File: src/rtl/sub_narrow_if.sv
// sub_narrow_if: operand and result handshake bundle for sub_narrow
interface sub_narrow_if #(
    parameter int WIDTH = 8
);
    logic                    in_valid;
    logic                    in_ready;
    logic signed [WIDTH:0]   a;
    logic signed [WIDTH:0]   b;
    logic                    out_valid;
    logic                    out_ready;
    logic signed [WIDTH-1:0] y;
    logic                    sat;
    modport master (output in_valid, a, b, out_ready, input in_ready, out_valid, y, sat);
    modport slave  (input in_valid, a, b, out_ready, output in_ready, out_valid, y, sat);
endinterface

File: src/rtl/sub_narrow.sv
// sub_narrow: pipelined (a-b)/2^SHIFT with round-half-up and saturation; SUB_NARROW_OVFCNT_EN adds the overflow counter
module sub_narrow #(
    parameter int WIDTH = 8,
    parameter int SHIFT = 1
) (
    input  logic          clk,
    input  logic          resetn,
    sub_narrow_if.slave   bus,
    input  logic          ovf_clr,
    output logic [7:0]    ovf_cnt
);
    localparam int IW = WIDTH + 3;
    localparam logic signed [IW-1:0] RND  = (IW'(1) << SHIFT) >> 1;
    localparam logic signed [IW-1:0] MAXV = (IW'(1) << (WIDTH - 1)) - IW'(1);
    localparam logic signed [IW-1:0] MINV = -MAXV - IW'(1);
    logic                 v1, v2, sat_q, ld1, ld2, hi, lo;
    logic signed [IW-1:0] d, q;
    logic [WIDTH-1:0]     y_q;
    assign ld2          = v1 & (~v2 | bus.out_ready);
    assign ld1          = ~v1 | ld2;
    assign bus.in_ready = resetn & ld1;
    assign q            = (d + RND) >>> SHIFT;
    assign hi           = q > MAXV;
    assign lo           = q < MINV;
    assign bus.out_valid = v2;
    assign bus.y        = y_q;
    assign bus.sat      = sat_q;
    // S1 holds the wide difference, S2 the rounded/clipped result
    always_ff @(posedge clk or negedge resetn) begin
        if (!resetn) begin
            v1    <= 1'b0;
            d     <= '0;
            v2    <= 1'b0;
            y_q   <= '0;
            sat_q <= 1'b0;
        end else begin
            if (ld1) begin
                v1 <= bus.in_valid;
                if (bus.in_valid) d <= IW'(bus.a) - IW'(bus.b);
            end
            if (~v2 | bus.out_ready) v2 <= v1;
            if (ld2) begin
                y_q   <= hi ? MAXV[WIDTH-1:0] : lo ? MINV[WIDTH-1:0] : q[WIDTH-1:0];
                sat_q <= hi | lo;
            end
        end
    end
`ifdef SUB_NARROW_OVFCNT_EN
    logic [7:0] cnt;
    assign ovf_cnt = cnt;
    // counts delivered saturated results, sticks at 255, clear wins
    always_ff @(posedge clk or negedge resetn) begin
        if (!resetn) cnt <= '0;
        else if (ovf_clr) cnt <= '0;
        else if (v2 & bus.out_ready & sat_q & (cnt != 8'hff)) cnt <= cnt + 8'd1;
    end
`else
    assign ovf_cnt = {7'd0, ovf_clr & 1'b0};
`endif
endmodule

File: src/flat_wrapper.sv
// flat-port wrapper written by rule: the top's interface ports become plain ports
module sub_narrow_flat 
#(
    parameter int WIDTH = 8,
    parameter int SHIFT = 1
)
  (clk, resetn, ovf_clr, ovf_cnt, bus_in_valid, bus_a, bus_b, bus_out_ready, bus_in_ready, bus_out_valid, bus_y, bus_sat);
  sub_narrow_if #(.WIDTH(WIDTH)) bus_i ();
  input  logic clk;
  input  logic resetn;
  input  logic ovf_clr;
  output logic [7:0] ovf_cnt;
  input wire logic [$bits(bus_i.in_valid)-1:0] bus_in_valid;
  input wire logic [$bits(bus_i.a)-1:0] bus_a;
  input wire logic [$bits(bus_i.b)-1:0] bus_b;
  input wire logic [$bits(bus_i.out_ready)-1:0] bus_out_ready;
  output wire logic [$bits(bus_i.in_ready)-1:0] bus_in_ready;
  output wire logic [$bits(bus_i.out_valid)-1:0] bus_out_valid;
  output wire logic [$bits(bus_i.y)-1:0] bus_y;
  output wire logic [$bits(bus_i.sat)-1:0] bus_sat;
  assign bus_i.in_valid = bus_in_valid;
  assign bus_i.a = bus_a;
  assign bus_i.b = bus_b;
  assign bus_i.out_ready = bus_out_ready;
  assign bus_in_ready = bus_i.in_ready;
  assign bus_out_valid = bus_i.out_valid;
  assign bus_y = bus_i.y;
  assign bus_sat = bus_i.sat;
  sub_narrow #(.WIDTH(WIDTH), .SHIFT(SHIFT)) u_core (.clk(clk), .resetn(resetn), .bus(bus_i), .ovf_clr(ovf_clr), .ovf_cnt(ovf_cnt));
endmodule
File: config.mk
export PLATFORM = sky130hd
export DESIGN_NAME = sub_narrow_flat
export DESIGN_NICKNAME = d
export VERILOG_FILES = /design/src/rtl/sub_narrow_if.sv /design/src/rtl/sub_narrow.sv /design/src/flat_wrapper.sv
export SDC_FILE = /design/constraint.sdc
export NUM_CORES = 1
export LEC_CHECK = 0
export ABC_AREA = 1
export CORE_AREA = 4 4 69 71
export CTS_BUF_LIST = sky130_fd_sc_hd__clkbuf_8
export CTS_CLUSTER_SIZE = 24
export DETAILED_ROUTE_END_ITERATION = 10
export DIE_AREA = 0 0 73 75
export GPL_ROUTABILITY_DRIVEN = 0
export GPL_TIMING_DRIVEN = 1
export PLACE_DENSITY_LB_ADDON = 0.3
export SLEW_MARGIN = 20
export SYNTH_ARGS = -nofsm -noshare
export SYNTH_HDL_FRONTEND = slang
export SYNTH_SLANG_ARGS = --single-unit
File: constraint.sdc
create_clock -name clk -period 1.7 [get_ports clk]
set_clock_uncertainty 0.2 [all_clocks]
set_input_delay 0.34 -clock clk [delete_from_list [all_inputs] [get_ports clk]]
set_output_delay 0.34 -clock clk [all_outputs]
set_load 0.02 [all_outputs]
==> results.json, run 1 <==
{
  "grt_antenna_before_repair": 0,
  "power.density_mw_per_mm2": 926,
  "grt_usage": 0.128,
  "vdd_drop_max_uv": 298,
  "drt-total-wl_um": 3380,
  "insertion_delay_ns": 0.26,
  "switching_share": 0.409,
  "yosys.area.top_type": "dfrtp_1",
  "cts_buffers": 3,
  "slew_violations": 0,
  "cts_tree": "done",
  "fin_crit_sh": 0.994,
  "clk_pin_slew_ns": 0.07,
  "htree_levels": 1,
  "yosysUniqueCellTypes": 26,
  "p_sw_mw": 0.872,
  "finalSetupViolCount": 0,
  "hpwl_um": 2360,
  "mostFrequentLayoutCells": "nand2_1, inv_1, dfrtp_1",
  "dp.cells": 328,
  "finalPower_mw": 2.13,
  "antenna_left": 0,
  "grt-ovfl-total": 0,
  "drive_gt1_frac": 0.261,
  "num_rows": 24,
  "p_int_mw": 1.26,
  "drt-pass1-iter-count": 4,
  "cts.sinks": 21,
  "hold_depth": 3,
  "initial_core_util": 0.377,
  "synthFlopType": "dfrtp_1",
  "diodes": 0,
  "finalCriticalPeriod_ns": 1.69,
  "die_h_um": 75,
  "seq_area_um2": 526,
  "grt_pass1_vias": 1334,
  "seq_power_share": 0.362,
  "vias": 1484,
  "required_ns": 1.16,
  "arrival_ns": 1.15,
  "clock_path_buffers": 2,
  "hold_viol": 0,
  "avgSynthCellArea_um2": 6.88,
  "wl_per_cell_um": 10.1,
  "synth_area_leaders": "dfrtp_1, nand2_1, inv_1",
  "endpoint_kind": "primary output",
  "design.core.area_mm2": 0.00423,
  "synth_top_area_share": 0.329,
  "hold_class": "input port to register",
  "clock_power_share": 0.149,
  "instances_no_fill": 336,
  "rr_worst_depth": 10,
  "ys_warn_count": 0,
  "drc": 0,
  "syn_to_final_growth_pct": 44.1,
  "root_buffer": "clkbuf_8",
  "rsz0062_at_grt": "true",
  "viasPerCell": 4.42,
  "io_buffers": 32,
  "die_area_mm2": 0.00548,
  "crit_path_start_kind": "input port",
  "async_flop_share": 1.00,
  "grt_max_degree": 22,
  "drt-initial-drc-count": 21,
  "nets": 319,
  "num-fill-cells": 427,
  "ys_ff_latch": 21,
  "drv_cap": 0,
  "fmax_mhz": 592,
  "combPwrFrac": 0.488,
  "io_pins": 42,
  "multi_input_area_mm2": 0.00107,
  "mostFrequentLayoutCell": "nand2_1",
  "syn_area_mm2": 0.00160,
  "die_w_um": 73,
  "synth-edff-count": 0,
  "syn_inst": 232,
  "grt_pass1_wl_um": 5550,
  "seq_area_frac_synth": 0.329,
  "cp_max_fo": 2,
  "status": "finished clean",
  "p_leak_nw": 1.27,
  "path_class": "input port to primary output"
}
==> metrics by stage <==
stage / cell area (um2) / setup slack [ns] / hold WS (ns) / setup TNS, ns / utilization
after floorplan: 1640 / 0.00367 / -0.156 / 0 / -
after detailed placement: 2080 / -0.586 / 0.267 / -4.49 / 0.491
final: 2300 / 0.0110 / 0.204 / 0 / 0.543
after global placement: 2080 / -0.565 / 0.262 / -4.44 / 0.491
after CTS: 2210 / 0.00634 / 0.282 / 0 / 0.523
after global routing: 2300 / -0.0556 / 0.215 / -0.318 / 0.543
==> final cells by class <==
cell class              instances  area share
clock buffers                   3      0.0179
clock inverters                 1     0.00163
inverters                      38      0.0642
multi-input cells             169       0.467
flip-flops and latches         21       0.228
well taps                      52      0.0283
repair buffers                 52       0.193
==> registers in the layout, indices dropped and copies added, names as in the netlist <==
signal,flops
u_core.bus.out_valid,1
u_core.bus.sat,1
u_core.bus.y,8
u_core.d,10
u_core.v1,1
==> power by group through the flow <==
stage               sequential [mW]  combinational [mW]  clock, mW
CTS                           0.763               0.979      0.339
finish                        0.772                1.04      0.319
global placement              0.763               0.996          0
global route                  0.799                1.17      0.361
detailed placement            0.775                1.01          0
floorplan                     0.873               0.515          0
==> path summary, 6_finish.rpt <==
check	from	end	slack, ns
setup / recovery	bus_out_ready	bus_in_ready	0.01
hold / removal	bus_b[0]	u_core.d[0]$_DFFE_PN0P_	0.20
setup reg to reg	u_core.d[1]$_DFFE_PN0P_	u_core.bus.y[3]$_DFFE_PN0P_	0.07
hold reg to reg	u_core.bus.sat$_DFFE_PN0P_	u_core.bus.sat$_DFFE_PN0P_	0.27
max in group asynchronous	resetn	u_core.bus.y[0]$_DFFE_PN0P_	0.80
min in group asynchronous	resetn	u_core.bus.out_valid$_DFFE_PN0P_	0.29
==> critical path: stages <==
cell,delay [ns]
clkdlybuf4s50_1,0.45
inv_1,0.04
nand3_1,0.08
nand2_1,0.06
inv_1,0.05
buf_4,0.13
==> cell usage after synthesis, types with 2 or more instances <==
library cell / count
nand2_1: 96
inv_1: 36
dfrtp_1: 21
ha_1: 10
buf_4: 8
nand3_1: 8
nor2_1: 7
o21ai_0: 7
a21oi_1: 6
xor2_1: 6
nand2_4: 3
nand3_2: 3
nor2_2: 3
clkbuf_1: 2
inv_2: 2
nand2_2: 2
nand4_1: 2
o22ai_1: 2
==> repair_timing <==
action | in CTS | in global routing
gates resized for setup | 49 | 23
hold endpoints to repair | 0 | 0
pin swaps | 13 | 22
setup endpoints to repair | 19 | 14
buffers inserted | 1 | 3
hold buffers | 0 | 0
==> kinds of logic after synthesis <==
group	count (synthesis)	share of synthesized area
other	1	0.00235
xor gates and xnor gates	7	0.0384
DFF	21	0.329
adders and majority gates	11	0.0909
and+or+nand+nor	126	0.346
AOI/OAI and AO/OA	17	0.0580
buffers and inverters	49	0.135
==> per-layer routing <==
layer | global-route usage | up-vias | share of wire
li1 | - | 797 | -
met3 | 0.0160 | 7 | 0.052
met4 | 0.0697 | 0 | 0.017
met5 | 0 | - | 0
met1 | 0.143 | 636 | 0.41
met2 | 0.235 | 44 | 0.52
(Power assumes the default switching activity.)
==> inputs of run 2 (changes only) <==
==> constraint.sdc (replaced) <==
create_clock -name clk -period 1.4 [get_ports clk]
set_clock_uncertainty 0.2 [all_clocks]
set_input_delay 0.28 -clock clk [delete_from_list [all_inputs] [get_ports clk]]
set_output_delay 0.28 -clock clk [all_outputs]
set_load 0.02 [all_outputs]
==> run 2 against run 1 <==
Compared with the run above: the flow now finishes with violations (setup timing); total power up 31%; count of clock-buffer cells in the layout unchanged; wire length up 4.0%; first-iteration DRC count up 9.5%; design area up 6.0%; non-clock buffer count up 13; global-route usage up 0.36 points; sequential cell count unchanged; via count up 2.8%; core utilization up 3.3 points; sequential share of layout area down 1.3 points; die area unchanged; largest cell class unchanged; highest routed layer unchanged.
==> results.json, run 2 (same netlist as run 1, synthesis figures left out) <==
{
  "status": "complete, but fails checks",
  "violations": "setup timing",
  "crit_buf_inv": 0,
  "io_pins": 42,
  "finalWorstSetupSlack_ns": -0.251,
  "drt-initial-drc-count": 23,
  "arrival_ns": 1.62,
  "cp_slowest_cell": "dfrtp_1",
  "clock_path_buffers": 2,
  "grt_pass1_vias": 1388,
  "drt-pass1-iter-count": 4,
  "die_area_mm2": 0.00548,
  "vdd_drop_max_uv": 445,
  "drive_gt1_frac": 0.424,
  "worstReg2RegStart": "u_core.d[0]$_DFFE_PN0P_",
  "tns_ns": -2.34,
  "initial_core_util": 0.377,
  "crit_path_start_kind": "register",
  "largest_register_ffs": 10,
  "root_buffer": "clkbuf_8",
  "diodes": 0,
  "die_h_um": 75,
  "timing.rr.end": "u_core.bus.y[3]$_DFFE_PN0P_",
  "syn_to_final_growth_pct": 52.8,
  "p_leak_nw": 1.32,
  "grt_usage": 0.132,
  "slew_violations": 0,
  "clk_pin_slew_ns": 0.08,
  "grt_antenna_before_repair": 0,
  "top_register": "u_core.d",
  "cp_cell_sequence": "ha_2, nand2_2, nor2_4, nand3_2, nand2_2, nand3_2, nand2_4, nand2_1, nand2_1, nand2_1",
  "multi_input_area_mm2": 0.00113,
  "drv_cap": 0,
  "cp_max_fo": 8,
  "num_rows": 24,
  "crit_top_cell": "nand2_1",
  "rsz0062_at_grt": "true",
  "path_class": "register to register",
  "num-fill-cells": 403,
  "nets": 332,
  "wl_per_cell_um": 10.1,
  "hold_end": "u_core.d[0]$_DFFE_PN0P_",
  "endpoint_kind": "register",
  "required_ns": 1.36,
  "die_w_um": 73,
  "hpwl_um": 2650,
  "grt_max_degree": 22,
  "rr_worst_depth": 10,
  "grt_pass1_wl_um": 5660,
  "htree_levels": 1,
  "instances_no_fill": 349,
  "fmax_mhz": 606,
  "insertion_delay_ns": 0.27,
  "io_buffers": 32,
  "cts.sinks": 21,
  "viasPerCell": 4.37,
  "hold_class": "input port to register",
  "seq_area_um2": 526,
  "hold_viol": 0,
  "holdWs_ns": 0.114,
  "drt-total-wl_um": 3520,
  "critPathMaxStageDelay_ns": 0.38,
  "mostFrequentLayoutCells": "nand2_1, buf_4, inv_1",
  "vias": 1525,
  "mostFrequentLayoutCell": "nand2_1",
  "design.core.area_mm2": 0.00423,
  "fin_crit_sh": 1.18,
  "cts_tree": "done",
  "antenna_left": 0,
  "cts_buffers": 3,
  "finalCriticalPeriod_ns": 1.65,
  "grt-ovfl-total": 0,
  "rrSetupSlack_ns": -0.25,
  "dp.cells": 342,
  "hold_depth": 3,
  "finalSetupViolCount": 13,
  "power.density_mw_per_mm2": 1150,
  "crit_family": "simple AND/OR/NAND/NOR gates",
  "min_from": "bus_b[0]",
  "drc": 0,
  "holdBufCountCts": 0
}
-- run 2: cell count changes in the layout (fill, tap and decap cells not counted), moves of 6 or more --
cell | previous run | this run
buf_4 | 20 | 29
buf_6 | 1 | 7
dlygate4sd2_1 | 20 | 2
nand2_1 | 85 | 77
buf_2 | 0 | 12
inv_1 | 30 | 24
-- run 2: routing by layer --
layer  GRT usage  vias up  routed length [um]
met5           0        -                   0
met4      0.0697        0                  61
met3      0.0134        5                 148
met2       0.266       26                1940
met1       0.130      673                1370
li1            -      821                   -
-- run 2: per-stage QoR --
stage	worst slack (ns)	utilization	instance area (um2)	power, mW
floorplan	-0.231	-	1730	1.71
detailed placement	-0.944	0.537	2270	2.37
CTS	-0.248	0.574	2430	2.83
global route	-0.378	0.576	2440	3.03
global placement	-0.927	0.537	2270	2.33
finish	-0.251	0.576	2440	2.80
-- run 2: worst max path at each step --
| stage | startpoint | endpoint | slack [ns] | depth (start not counted) |
|---|---|---|---|---|
| after global routing | u_core.d[0]$_DFFE_PN0P_ | u_core.bus.y[2]$_DFFE_PN0P_ | -0.38 | 10 |
| after global placement | bus_a[0] | u_core.d[8]$_DFFE_PN0P_ | -0.93 | 10 |
| after detailed placement | bus_a[0] | u_core.d[4]$_DFFE_PN0P_ | -0.94 | 8 |
| after floorplan | bus_a[0] | u_core.d[8]$_DFFE_PN0P_ | -0.23 | 9 |
| final | u_core.d[0]$_DFFE_PN0P_ | u_core.bus.y[3]$_DFFE_PN0P_ | -0.25 | 10 |
| after CTS | u_core.d[0]$_DFFE_PN0P_ | u_core.bus.y[3]$_DFFE_PN0P_ | -0.25 | 10 |
-- run 2: repair_timing --
action,in CTS,in global routing
cloned,1,0
setup buffers,1,1
endpoints found under the setup margin,29,29
pin swaps,19,25
gates resized for setup,113,43
-- run 2: report_power, final --
group / total (mW) / switching, mW / internal, mW
clock network: 0.409 / 0.210 / 0.199
registers: 0.902 / 0.115 / 0.787
logic: 1.49 / 0.806 / 0.683
-- run 2: layout make-up --
class	instances	share of cell area
multi-input combinational	169	0.463
sequential	21	0.215
timing repair buffer	65	0.207
inverter	38	0.0687
tap	52	0.0267
clock buffer	3	0.0169
clock inverter	1	0.00205
-- run 2: worst register-to-register path: cells and delay by family (launching register included) --
family	cells	cell delay (ns)
simple gates	9	0.77
flops	1	0.38
fa+ha+maj	1	0.21
==> inputs of run 3 (changes only) <==
--- a/config.mk
+++ b/config.mk
@@ -6,14 +6,15 @@
 export NUM_CORES = 1
 export LEC_CHECK = 0
 export ABC_AREA = 1
+export ABC_CLOCK_PERIOD_IN_PS = 1400
 export CORE_AREA = 4 4 69 71
 export CTS_BUF_LIST = sky130_fd_sc_hd__clkbuf_8
-export CTS_CLUSTER_SIZE = 24
 export DETAILED_ROUTE_END_ITERATION = 10
 export DIE_AREA = 0 0 73 75
 export GPL_ROUTABILITY_DRIVEN = 0
 export GPL_TIMING_DRIVEN = 1
 export PLACE_DENSITY_LB_ADDON = 0.3
+export REMOVE_ABC_BUFFERS = 1
 export SLEW_MARGIN = 20
 export SYNTH_ARGS = -nofsm -noshare
 export SYNTH_HDL_FRONTEND = slang
==> run 3 against run 2 <==
Compared with the run above: first-iteration DRC count increased by 4.3%; count of clock-buffer cells in the layout unchanged; hold slack got worse by 0.0038 ns; critical path type unchanged; non-clock buffer count increased by 4; via count increased by 1.4%; the run still ends with setup timing left; largest cell class unchanged; register-to-register slack improved by 0.05 ns; core utilization increased by 1.0 points.
==> results.json, run 3 (same netlist as run 1, synthesis figures left out) <==
{
  "status": "complete, but fails checks",
  "violations": "setup timing",
  "top_register": "u_core.d",
  "finalWorstSetupSlack_ns": -0.198,
  "grt_pass1_vias": 1522,
  "slew_violations": 0,
  "vdd_drop_max_uv": 447,
  "drt-total-wl_um": 3600,
  "arrival_ns": 1.55,
  "crit_buf_inv": 1,
  "cp_cell_sequence": "buf_4, nand2_2, nor2_4, nand3_2, nand2_1, nand3_2, nand2_4, nand2_1, nand2_1, nand2_1",
  "drt-initial-drc-count": 24,
  "p_leak_nw": 1.36,
  "io_buffers": 32,
  "crit_top_cell": "nand2_1",
  "diodes": 0,
  "design.core.area_mm2": 0.00423,
  "root_buffer": "clkbuf_8",
  "clk_pin_slew_ns": 0.08,
  "io_pins": 42,
  "cts.sinks": 21,
  "num-fill-cells": 412,
  "path_class": "register to register",
  "clock_path_buffers": 2,
  "cp_slowest_cell": "dfrtp_1",
  "grt_pass1_wl_um": 6190,
  "finalSetupViolCount": 13,
  "multi_input_area_mm2": 0.00115,
  "fin_crit_sh": 1.14,
  "viasPerCell": 4.38,
  "cts_buffers": 3,
  "num_rows": 24,
  "endpoint_kind": "register",
  "die_h_um": 75,
  "largest_register_ffs": 10,
  "crit_path_start_kind": "register",
  "hold_class": "input port to register",
  "wl_per_cell_um": 10.2,
  "fmax_mhz": 626,
  "critPathMaxStageDelay_ns": 0.36,
  "syn_to_final_growth_pct": 55.6,
  "mostFrequentLayoutCell": "nand2_1",
  "drive_gt1_frac": 0.439,
  "nets": 336,
  "grt-ovfl-total": 0,
  "crit_family": "simple AND/OR/NAND/NOR gates",
  "seq_area_um2": 527,
  "cts_tree": "done",
  "grt_usage": 0.142,
  "antenna_left": 0,
  "cp_max_fo": 8,
  "die_area_mm2": 0.00548,
  "hpwl_um": 2520,
  "holdWs_ns": 0.110,
  "vias": 1546,
  "grt_max_degree": 22,
  "design_area_mm2": 0.00248,
  "drv_cap": 0,
  "required_ns": 1.36,
  "rrSetupSlack_ns": -0.20,
  "initial_core_util": 0.377,
  "power.density_mw_per_mm2": 1120,
  "grt_antenna_before_repair": 0,
  "rsz0062_at_grt": "true",
  "drt-pass1-iter-count": 6,
  "htree_levels": 1,
  "finalCriticalPeriod_ns": 1.60,
  "die_w_um": 73,
  "mostFrequentLayoutCells": "nand2_1, buf_4, inv_1",
  "drc": 0,
  "place_area_mm2": 0.00216,
  "hold_viol": 0,
  "insertion_delay_ns": 0.26
}
run 3: layout make-up:
cell class              count  share of cell area
clock buffers               3              0.0166
inverters                  38              0.0584
repair buffers             69               0.223
well taps                  52              0.0262
flip-flops and latches     21               0.212
multi-input cells         169               0.462
clock inverters             1             0.00151
run 3: layer usage:
metal  GRT usage  share of wire  vias to the layer above
li1            -              -                      826
met1       0.152           0.40                      680
met2       0.275           0.53                       33
met3      0.0174          0.046                        7
met4      0.0656          0.020                        0
met5           0              0                        -
run 3: tightest hold or removal path: cells and delay by family:
kind,cells,cell delay [ns]
AO/OA/AOI/OAI,1,0.07
adder cells (fa/ha/maj),1,0.11
buffers and inverters,1,0.08
run 3: path summary, 6_finish.rpt:
path | startpoint | to | cells after the start
worst max-delay path | u_core.d[1]$_DFFE_PN0P_ | u_core.bus.y[4]$_DFFE_PN0P_ | 10
worst min-delay path | bus_b[0] | u_core.d[0]$_DFFE_PN0P_ | 3
worst max register to register | u_core.d[1]$_DFFE_PN0P_ | u_core.bus.y[4]$_DFFE_PN0P_ | 10
worst min register to register | u_core.bus.y[0]$_DFFE_PN0P_ | u_core.bus.y[0]$_DFFE_PN0P_ | 2
max in group asynchronous | resetn | u_core.d[2]$_DFFE_PN0P_ | 3
min in group asynchronous | resetn | u_core.bus.out_valid$_DFFE_PN0P_ | 3
run 3: stage by stage:
step	TNS, ns	worst slack (ns)	total power, mW	instances	utilization
finish	-1.69	-0.198	2.78	353	0.587
global route	-2.97	-0.306	3.03	353	0.587
CTS	-2.21	-0.235	2.78	349	0.569
detailed placement	-9.80	-0.912	2.30	342	0.510
global placement	-9.15	-0.883	2.26	342	0.510
floorplan	-2.65	-0.463	1.65	228	-
run 3: timing repair:
item | in CTS | in global routing
endpoints found under the hold margin | 0 | 21
setup buffers | 4 | 3
setup endpoints to repair | 29 | 29
hold buffers | 0 | 1
pin swaps | 31 | 35
resized for setup | 133 | 43
run 3: report_power, final:
part	internal [mW]	switching, mW
clock	0.196	0.198
combinational	0.674	0.804
sequential	0.789	0.120
total	1.66	1.12
